`config.mk`:
```
export PLATFORM = sky130hd
export DESIGN_NAME = seg7_scanner
export DESIGN_NICKNAME = d
export VERILOG_FILES = /design/src/rtl/seg7_scanner.sv
export SDC_FILE = /design/constraint.sdc
export NUM_CORES = 1
export LEC_CHECK = 0
export ABC_CLOCK_PERIOD_IN_PS = 3100
export BUFFER_PORTS_ARGS = -buffer_cell sky130_fd_sc_hd__clkbuf_2
export CAP_MARGIN = 10
export CORE_UTILIZATION = 47
export DETAILED_ROUTE_END_ITERATION = 6
export GPL_TIMING_DRIVEN = 0
export PLACE_DENSITY_LB_ADDON = 0.15
export SLEW_MARGIN = 20
export SYNTH_ARGS = -nofsm -noshare
export SYNTH_HDL_FRONTEND = slang
export SYNTH_SLANG_ARGS = --single-unit
```
`constraint.sdc`:
```
create_clock -name clk -period 3.1 [get_ports clk]
set_clock_uncertainty 0.2 [all_clocks]
set_input_delay 0.31 -clock clk [delete_from_list [all_inputs] [get_ports clk]]
set_output_delay 0.31 -clock clk [all_outputs]
set_load 0.02 [all_outputs]
```
`src/rtl/seg7_scanner.sv`:
```
// seg7_scanner: 8-digit common-anode 7-seg scanner with
// per-slot ghost blanking and frame-synchronous shadow buffers.
//
// Ports:
//   clk, rst_n     clock, async active-low reset
//   segment_cs_n   active-low enable (sync to clk)
//   value[31:0]    eight hex nibbles, digit i = value[4i+3:4i]
//   dp[7:0]        decimal point per digit, 1 = lit
//   digit_en[7:0]  per-digit enable, 0 = blank
//   an_n[7:0]      anodes, active-low, bit i = digit i
//   seg_n[6:0]     cathodes {g,f,e,d,c,b,a}, active-low
//   dp_n           decimal-point cathode, active-low
//   frame_done     one-cycle pulse per completed frame
module seg7_scanner #(
  parameter int unsigned DIGIT_TICKS = 28000,
  parameter int unsigned BLANK_TICKS = 1400
) (
  input  logic        clk,
  input  logic        rst_n,
  input  logic        segment_cs_n,
  input  logic [31:0] value,
  input  logic [7:0]  dp,
  input  logic [7:0]  digit_en,
  output logic [7:0]  an_n,
  output logic [6:0]  seg_n,
  output logic        dp_n,
  output logic        frame_done
);

  localparam int CW =
    (DIGIT_TICKS > 1) ? $clog2(DIGIT_TICKS) : 1;
  localparam logic [CW-1:0] CNT_MAX =
    CW'(DIGIT_TICKS - 1);
  localparam logic [CW-1:0] BLANK_C =
    CW'(BLANK_TICKS);

  localparam logic [7:0] AN_OFF  = 8'hFF;
  localparam logic [6:0] SEG_OFF = 7'h7F;

  logic [CW-1:0] cnt_q, cnt_d;
  logic [2:0]    idx_q, idx_d;
  logic          run_q, run_d;
  logic [31:0]   val_q, val_d;
  logic [7:0]    dp_q, dp_d;
  logic [7:0]    en_q, en_d;

  logic [7:0]    an_q, an_d;
  logic [6:0]    seg_q, seg_d;
  logic          dpo_q, dpo_d;
  logic          fd_q, fd_d;

  logic          in_blank;
  logic          lit;
  logic [3:0]    nib;

  function automatic logic [6:0] hex7(
    input logic [3:0] n
  );
    logic [6:0] s;
    case (n)
      4'h0: s = 7'h40;
      4'h1: s = 7'h79;
      4'h2: s = 7'h24;
      4'h3: s = 7'h30;
      4'h4: s = 7'h19;
      4'h5: s = 7'h12;
      4'h6: s = 7'h02;
      4'h7: s = 7'h78;
      4'h8: s = 7'h00;
      4'h9: s = 7'h10;
      4'hA: s = 7'h08;
      4'hB: s = 7'h03;
      4'hC: s = 7'h46;
      4'hD: s = 7'h21;
      4'hE: s = 7'h06;
      default: s = 7'h0E;
    endcase
    return s;
  endfunction

  // Deselect has priority over start and over the
  // frame wrap, so a partial frame never reloads or
  // reports completion.
  always_comb begin
    cnt_d = cnt_q;
    idx_d = idx_q;
    run_d = run_q;
    val_d = val_q;
    dp_d  = dp_q;
    en_d  = en_q;
    fd_d  = 1'b0;
    if (segment_cs_n) begin
      cnt_d = '0;
      idx_d = '0;
      run_d = 1'b0;
    end else if (!run_q) begin
      cnt_d = '0;
      idx_d = '0;
      run_d = 1'b1;
      val_d = value;
      dp_d  = dp;
      en_d  = digit_en;
    end else if (cnt_q == CNT_MAX) begin
      cnt_d = '0;
      idx_d = idx_q + 3'd1;
      if (idx_q == 3'd7) begin
        val_d = value;
        dp_d  = dp;
        en_d  = digit_en;
        fd_d  = 1'b1;
      end
    end else begin
      cnt_d = cnt_q + 1'b1;
    end
  end

  generate
    if (BLANK_TICKS == 0) begin : g_noblank
      assign in_blank = 1'b0;
    end else begin : g_blank
      assign in_blank = (cnt_q < BLANK_C);
    end
  endgenerate

  assign nib = val_q[{idx_q, 2'b00} +: 4];
  assign lit = run_q && !in_blank && en_q[idx_q];

  // Outputs come from a single registered decode of
  // the current slot, so only one anode can be low.
  always_comb begin
    an_d  = AN_OFF;
    seg_d = SEG_OFF;
    dpo_d = 1'b1;
    if (lit) begin
      an_d  = ~(8'b1 << idx_q);
      seg_d = hex7(nib);
      dpo_d = ~dp_q[idx_q];
    end
  end

  always_ff @(posedge clk or negedge rst_n) begin
    if (!rst_n) begin
      cnt_q <= '0;
      idx_q <= '0;
      run_q <= 1'b0;
      val_q <= '0;
      dp_q  <= '0;
      en_q  <= '0;
      an_q  <= AN_OFF;
      seg_q <= SEG_OFF;
      dpo_q <= 1'b1;
      fd_q  <= 1'b0;
    end else begin
      cnt_q <= cnt_d;
      idx_q <= idx_d;
      run_q <= run_d;
      val_q <= val_d;
      dp_q  <= dp_d;
      en_q  <= en_d;
      an_q  <= an_d;
      seg_q <= seg_d;
      dpo_q <= dpo_d;
      fd_q  <= fd_d;
    end
  end

  assign an_n       = an_q;
  assign seg_n      = seg_q;
  assign dp_n       = dpo_q;
  assign frame_done = fd_q;

endmodule

```
==> flow_summary.json, run 1 <==
{
  "reg2reg_to": "seg_n[3]$_DFF_PN1_",
  "avgSynthCellArea_um2": 13.2,
  "path_buf_inv": 2,
  "first_global_vias": 2649,
  "outcome": "finished clean",
  "synthTopCellsByArea": "dfrtp_1 (44%), dfstp_2 (11%), mux2_2 (8.4%), mux4_2 (6.9%), mux2_1 (5.8%)",
  "via_count": 2599,
  "hold_depth": 2,
  "wl_per_cell_um": 14.4,
  "rrSetupSlack_ps": 280,
  "tightest_slew_ps": 777,
  "core_um2": 7890,
  "hold_violations": 0,
  "slew_headroom_pct": 46.7,
  "synth_seq_cells": 84,
  "required_ps": 3170,
  "synth_top_area_share_pct": 43.7,
  "peakVddDrop_mv": 0.301,
  "maxCapViolCount": 0,
  "crit_path_start_kind": "flop",
  "insertion_delay_ps": 350,
  "path_class": "reg -> reg",
  "overflow": 0,
  "ys_warn_count": 0,
  "worst_hold_startpoint": "value[19]",
  "vias_per_cell": 4.99,
  "cts_max_path_buffers": 2,
  "max_clock_freq_mhz": 354,
  "port_buffers": 67,
  "fin_crit_ps": 2820,
  "worstPathCellList": "buf_4, mux4_2, mux2i_2, inv_1, ha_1, mux2_2, mux2i_1, nand2_1",
  "power_density_nw_per_um2": 462,
  "post_cts_buffers": 0,
  "cts_tree": "yes",
  "drt_iter0_markers": 119,
  "num_rows": 32,
  "crit_slowest_cell": "mux4_2",
  "r2r-start": "idx_q[0]$_DFFE_PN0P_",
  "synth_largest_area_cell": "dfrtp_1",
  "arrival_ps": 2890,
  "first_pass_iters": 4,
  "ios": 68,
  "yosysUniqueCellTypes": 39,
  "antenna_found_initial": 0,
  "ys_seq_area_share_pct": 54.5,
  "reg2regPathDepth": 8,
  "die_h_um": 93.0,
  "min-delay-path-class": "in -> reg",
  "start_util_pct": 49.3,
  "cts.sinks": 84,
  "worst_setup_path_end_kind": "flop",
  "postSynthCellCount": 294,
  "p_leak_nw": 2.18,
  "area_growth_syn_to_layout_pct": 27.8,
  "drive_gt1_share_pct": 37.5,
  "cts-root-buf": "clkbuf_8",
  "crit_family": "multiplexers",
  "fin_nets": 477,
  "syn_area_um2": 3890,
  "drc": 0,
  "cts_htree_levels": 3,
  "dieArea_um2": 8650,
  "grt_pass1_wl_um": 12700,
  "syn_nets": 357,
  "slew_violations": 0,
  "power_w": 0.00230,
  "slowest_delay_ps": 560,
  "track_usage_pct": 19.0,
  "cts.clk_slew.worst_paths_ps": 80,
  "rsz0062_at_grt": "no",
  "setup_viol": 0,
  "cts_buffers": 9,
  "postRouteAntennaNets": 0,
  "wl_um": 7510,
  "antenna_cells": 0,
  "holdWs_ps": 9.45,
  "hpwl_um": 5250,
  "grt_max_degree": 85,
  "routabilityCongestion": 0.871,
  "cp_max_fo": 10,
  "fin_crit_sh_pct": 91.1,
  "whs_endpoint": "val_q[19]$_DFFE_PN0P_",
  "die_w_um": 93.0
}
[cell usage after synthesis]
cell,instances
o211ai_1,4
nand4b_1,1
buf_4,3
nand2_1,23
ha_1,12
or2_2,4
xor2_1,7
and2_1,2
nand2_2,1
nor4_1,1
buf_6,3
mux2_2,29
nand4_1,3
inv_2,1
nand2b_1,1
buf_1,1
mux4_2,12
dfstp_2,16
buf_2,3
or3_1,1
mux2_1,20
a211oi_1,1
o21a_1,1
mux2i_1,7
o221ai_1,2
clkbuf_1,2
dfrtp_1,68
nand3b_1,1
inv_1,10
a21o_1,1
nor4_4,1
o21ai_0,5
a21oi_2,1
nor2_1,25
a21oi_1,3
xnor2_1,7
nand3_1,7
or4b_4,1
nor3_1,3
[power by group]
group | leakage, nW | switching (W) | internal, W | total (W)
combinational | 1.08 | 0.000136 | 0.000195 | 0.000331
sequential | 1.01 | 0.0000457 | 0.00119 | 0.00124
clock | 0.0914 | 0.000360 | 0.000372 | 0.000732
total | 2.18 | 0.000542 | 0.00176 | 0.00230
[state kept, by name, indices dropped and copies added, names as in the netlist, 3 cells and up]
register / cells
idx_q: 3
val_q: 32
dp_q: 8
an_n: 8
en_q: 8
cnt_q: 15
seg_n: 7
[per-stage QoR]
stage | area [µm²] | setup TNS, ps | instances | worst slack [ps] | util, %
after floorplan | 3890 | 0 | 294 | 293 | -
after global placement | 4360 | -113 | 463 | -113 | 55.2
after detailed placement | 4360 | -202 | 463 | -183 | 55.3
after CTS | 4950 | 0 | 519 | 83.6 | 62.8
after global routing | 4980 | 0 | 521 | 90.7 | 63.1
final | 4980 | 0 | 521 | 276 | 63.1
[what timing repair did]
action	4_1_cts	5_1_grt
hold endpoints to repair	108	2
hold buffers	41	2
pin swaps	0	0
setup endpoints to repair	3	1
resized for setup	1	2
[routing by layer]
metal | global-route usage [%] | vias to the layer above | share of wire [%]
met5 | 0 | - | 0
met1 | 26.0 | 1276 | 48
met3 | 3.41 | 11 | 3.2
met4 | 7.56 | 0 | 1.6
li1 | - | 1265 | -
met2 | 30.2 | 47 | 47
[worst max path at each step]
| stage | startpoint | to | cells after the start |
|---|---|---|---|
| 2_1_floorplan | idx_q[0]$_DFFE_PN0P_ | seg_n[3]$_DFF_PN1_ | 9 |
| 3_3_place_gp | idx_q[0]$_DFFE_PN0P_ | seg_n[3]$_DFF_PN1_ | 9 |
| 3_5_place_dp | idx_q[0]$_DFFE_PN0P_ | seg_n[3]$_DFF_PN1_ | 9 |
| 4_1_cts | idx_q[0]$_DFFE_PN0P_ | seg_n[3]$_DFF_PN1_ | 8 |
| 5_1_grt | idx_q[0]$_DFFE_PN0P_ | seg_n[3]$_DFF_PN1_ | 8 |
| 6_report | idx_q[0]$_DFFE_PN0P_ | seg_n[3]$_DFF_PN1_ | 8 |
[layout make-up]
class | count | area (µm²)
inverter | 11 | 41.3
clock inverter | 3 | 40.0
sequential | 84 | 2120
multi-input combinational | 187 | 1650
timing repair buffer | 110 | 774
tap | 102 | 128
buffer | 11 | 80.1
clock buffer | 13 | 139
fill | 631 | 2910
[kinds of logic (layout without fill, tap and decap cells)]
group	after synthesis	after routing	share of synthesized area (%)
buffers and inverters	23	148	3.18
adder cells (fa/ha/maj)	12	12	3.86
AO/OA/AOI/OAI	18	18	3.05
XOR/XNOR	14	14	3.15
AND/OR/NAND/NOR	75	75	9.32
multiplexers	68	68	22.9
flip-flops	84	84	54.5
[cell usage in the layout, fill, tap and decap left out, types with 2 or more instances in the layout]
cell | Yosys | routed
mux2i_1 | 7 | 6
dfrtp_1 | 68 | 67
clkbuf_1 | 2 | 5
clkbuf_2 | 0 | 67
or2_2 | 4 | 4
nor3_1 | 3 | 3
mux4_2 | 12 | 12
o221ai_1 | 2 | 2
clkbuf_8 | 0 | 10
xor2_1 | 7 | 7
xnor2_1 | 7 | 7
nand4_1 | 3 | 3
buf_6 | 3 | 3
nand2_1 | 23 | 23
a21oi_1 | 3 | 3
dlygate4sd3_1 | 0 | 43
o21ai_0 | 5 | 5
buf_4 | 3 | 3
ha_1 | 12 | 12
and2_1 | 2 | 2
inv_1 | 10 | 10
mux2_1 | 20 | 20
buf_2 | 3 | 3
o211ai_1 | 4 | 4
dfstp_2 | 16 | 16
nor2_1 | 25 | 25
mux2_2 | 29 | 29
clkinv_2 | 0 | 2
nand3_1 | 7 | 7
Note: power is estimated with default switching activity, not from simulation.
==> run 2: changes to the inputs <==
- ABC_AREA: unset -> 1
- BUFFER_PORTS_ARGS: -buffer_cell sky130_fd_sc_hd__clkbuf_2 -> unset
- DONT_BUFFER_PORTS: unset -> 1
- PLACE_DENSITY: unset -> 0.7
- PLACE_DENSITY_LB_ADDON: 0.15 -> unset
==> flow_summary.json, run 2 <==
{
  "synth_seq_cells": 84,
  "slew_headroom_pct": 60.3,
  "overflow": 0,
  "track_usage_pct": 23.5,
  "drc": 0,
  "fin_crit_ps": 2590,
  "rsz0062_at_grt": "no",
  "maxCapViolCount": 0,
  "grt_pass1_wl_um": 18000,
  "die_w_um": 97.5,
  "cts_tree": "yes",
  "synth_top_area_share_pct": 39.7,
  "start_util_pct": 48.9,
  "dieArea_um2": 9510,
  "synth.most_common_cell": "nand2_1",
  "cts_htree_levels": 3,
  "synth-edff-count": 0,
  "cts.sinks": 84,
  "fin_nets": 680,
  "cts_buffers": 9,
  "largest_register": "val_q",
  "final_cell_mix": "nand2_1 (195), nand3_1 (111), dfrtp_1 (68)",
  "largest_reg_flops": 32,
  "worst_setup_path_end_kind": "flop",
  "die_h_um": 97.5,
  "power_frac_seq_pct": 49.1,
  "setup_viol": 0,
  "postSynthCellCount": 555,
  "cts_resized": 0,
  "syn_area_um2": 4290,
  "crit_path_start_kind": "flop",
  "wl_um": 10500,
  "routabilityCongestion": 0.886,
  "power_density_nw_per_um2": 480,
  "p_int_w": 0.00185,
  "hpwl_um": 6930,
  "cp_max_fo": 11,
  "slew_violations": 0,
  "required_ps": 3160,
  "ys_seq_area_share_pct": 49.5,
  "dp.cells": 663,
  "clkPwrFrac_pct": 36.9,
  "final_cell_count_no_fill": 729,
  "fin_crit_sh_pct": 83.6,
  "arrival_ps": 2650,
  "core_um2": 8760,
  "antenna_cells": 0,
  "synthTopCellsByArea": "dfrtp_1 (40%), nand2_1 (17%), nand3_1 (13%), dfstp_2 (9.8%), inv_1 (5.1%)",
  "reg.largest.list": "val_q: 32 flops, cnt_q: 15 flops",
  "wl_per_cell_um": 14.3,
  "vias_per_cell": 5.25,
  "drt_iter0_markers": 170,
  "num_rows": 34,
  "cts_hold_buf": 51,
  "peakVddDrop_mv": 0.274,
  "antenna_found_initial": 0,
  "port_buffers": 0,
  "combPwrFrac_pct": 14.0,
  "synth_common_cells": "nand2_1 (195), nand3_1 (111), dfrtp_1 (68)",
  "power_switching_w": 0.000639,
  "cts.clk_slew.worst_paths_ps": 80,
  "avgSynthCellArea_um2": 7.73,
  "ys_warn_count": 0,
  "post_cts_buffers": 0,
  "insertion_delay_ps": 350,
  "postRouteAntennaNets": 0,
  "yosysUniqueCellTypes": 27,
  "max_clock_freq_mhz": 386,
  "ios": 68,
  "p_leak_nw": 2.56,
  "hold_violations": 0,
  "fin_setup_tns_ps": 0,
  "via_count": 3830,
  "synthFlopType": "dfrtp_1",
  "first_pass_iters": 4,
  "final_common_cell": "nand2_1",
  "cts-root-buf": "clkbuf_8",
  "synth_largest_area_cell": "dfrtp_1",
  "cts_max_path_buffers": 2,
  "area_growth_syn_to_layout_pct": 20.8,
  "drive_gt1_share_pct": 8.53,
  "switching_share_pct": 25.7,
  "path_class": "reg -> reg",
  "grt_max_degree": 85,
  "ys_async_sr_fraction_pct": 100,
  "syn_nets": 618,
  "min-delay-path-class": "in -> reg",
  "tightest_slew_ps": 595,
  "outcome": "finished clean",
  "first_global_vias": 3821
}
[run 2: worst paths after layout]
| kind | end | start | slack (ps) | cells after the start |
|---|---|---|---|---|
| worst max-delay path | seg_n[0]$_DFF_PN1_ | idx_q[1]$_DFFE_PN0P_ | 510 | 10 |
| worst min-delay path | frame_done$_DFF_PN0_ | segment_cs_n | 190 | 3 |
| worst min register to register | cnt_q[0]$_DFF_PN0_ | cnt_q[0]$_DFF_PN0_ | 260 | 1 |
| worst max register to register | seg_n[0]$_DFF_PN1_ | idx_q[1]$_DFFE_PN0P_ | 510 | 10 |
| max in group asynchronous | seg_n[0]$_DFF_PN1_ | rst_n | 1980 | 2 |
| min in group asynchronous | cnt_q[11]$_DFF_PN0_ | rst_n | 370 | 2 |
[run 2: layout make-up]
type                            count  area (µm²)
Tap cell                          108         135
Inverter                           62         233
Timing Repair Buffer               51         528
Multi-Input combinational cell    385        1790
Clock inverter                      5         101
Fill cell                         774        3580
Buffer                             24         145
Clock buffer                       10         128
Sequential cell                    84        2120
[run 2: stage by stage]
| stage | power [W] | area [µm²] | utilization [%] | hold WS [ps] | setup WS (ps) |
|---|---|---|---|---|---|
| 2_1_floorplan | 0.00144 | 4290 | - | -186 | 1130 |
| 3_3_place_gp | 0.00150 | 4420 | 50.5 | -182 | 595 |
| 3_5_place_dp | 0.00151 | 4420 | 50.5 | -183 | 558 |
| 4_1_cts | 0.00250 | 5180 | 59.1 | 165 | 528 |
| 5_1_grt | 0.00261 | 5180 | 59.1 | 218 | 302 |
| 6_report | 0.00249 | 5180 | 59.1 | 192 | 509 |
[run 2: power groups by stage]
stage	logic [W]	registers [W]	clock network, W
finish	0.000348	0.00122	0.000918
floorplan	0.000212	0.00123	0
CTS	0.000344	0.00122	0.000931
global placement	0.000258	0.00124	0
global route	0.000402	0.00123	0.000980
detailed placement	0.000265	0.00124	0
[run 2: cell families (layout without fill, tap and decap cells)]
logic type	Yosys count	in the layout	synth area share, %
AOI/OAI and AO/OA	26	26	3.38
xor gates and xnor gates	1	1	0.204
adders and majority gates	12	12	3.50
DFF	84	84	49.5
buffers and inverters	86	152	8.81
and+or+nand+nor	346	346	34.6
[run 2: critical path, cell delays in order, from the launching register on]
cell and delay (ps):
dfrtp_1 450, inv_1 220, buf_1 500, nand3_1 180, nand3_1 120, nand2_1 180
ha_1 300, inv_1 110, nand3_1 80, nand3_1 100, nand3_1 80
[run 2: layer usage]
layer / global-route usage [%] / part of all wire [%] / vias up
met5: 0 / 0 / -
met1: 30.9 / 44 / 1778
met4: 9.39 / 3.1 / 0
met2: 37.3 / 47 / 144
li1: - / - / 1879
met3: 5.61 / 6.1 / 29
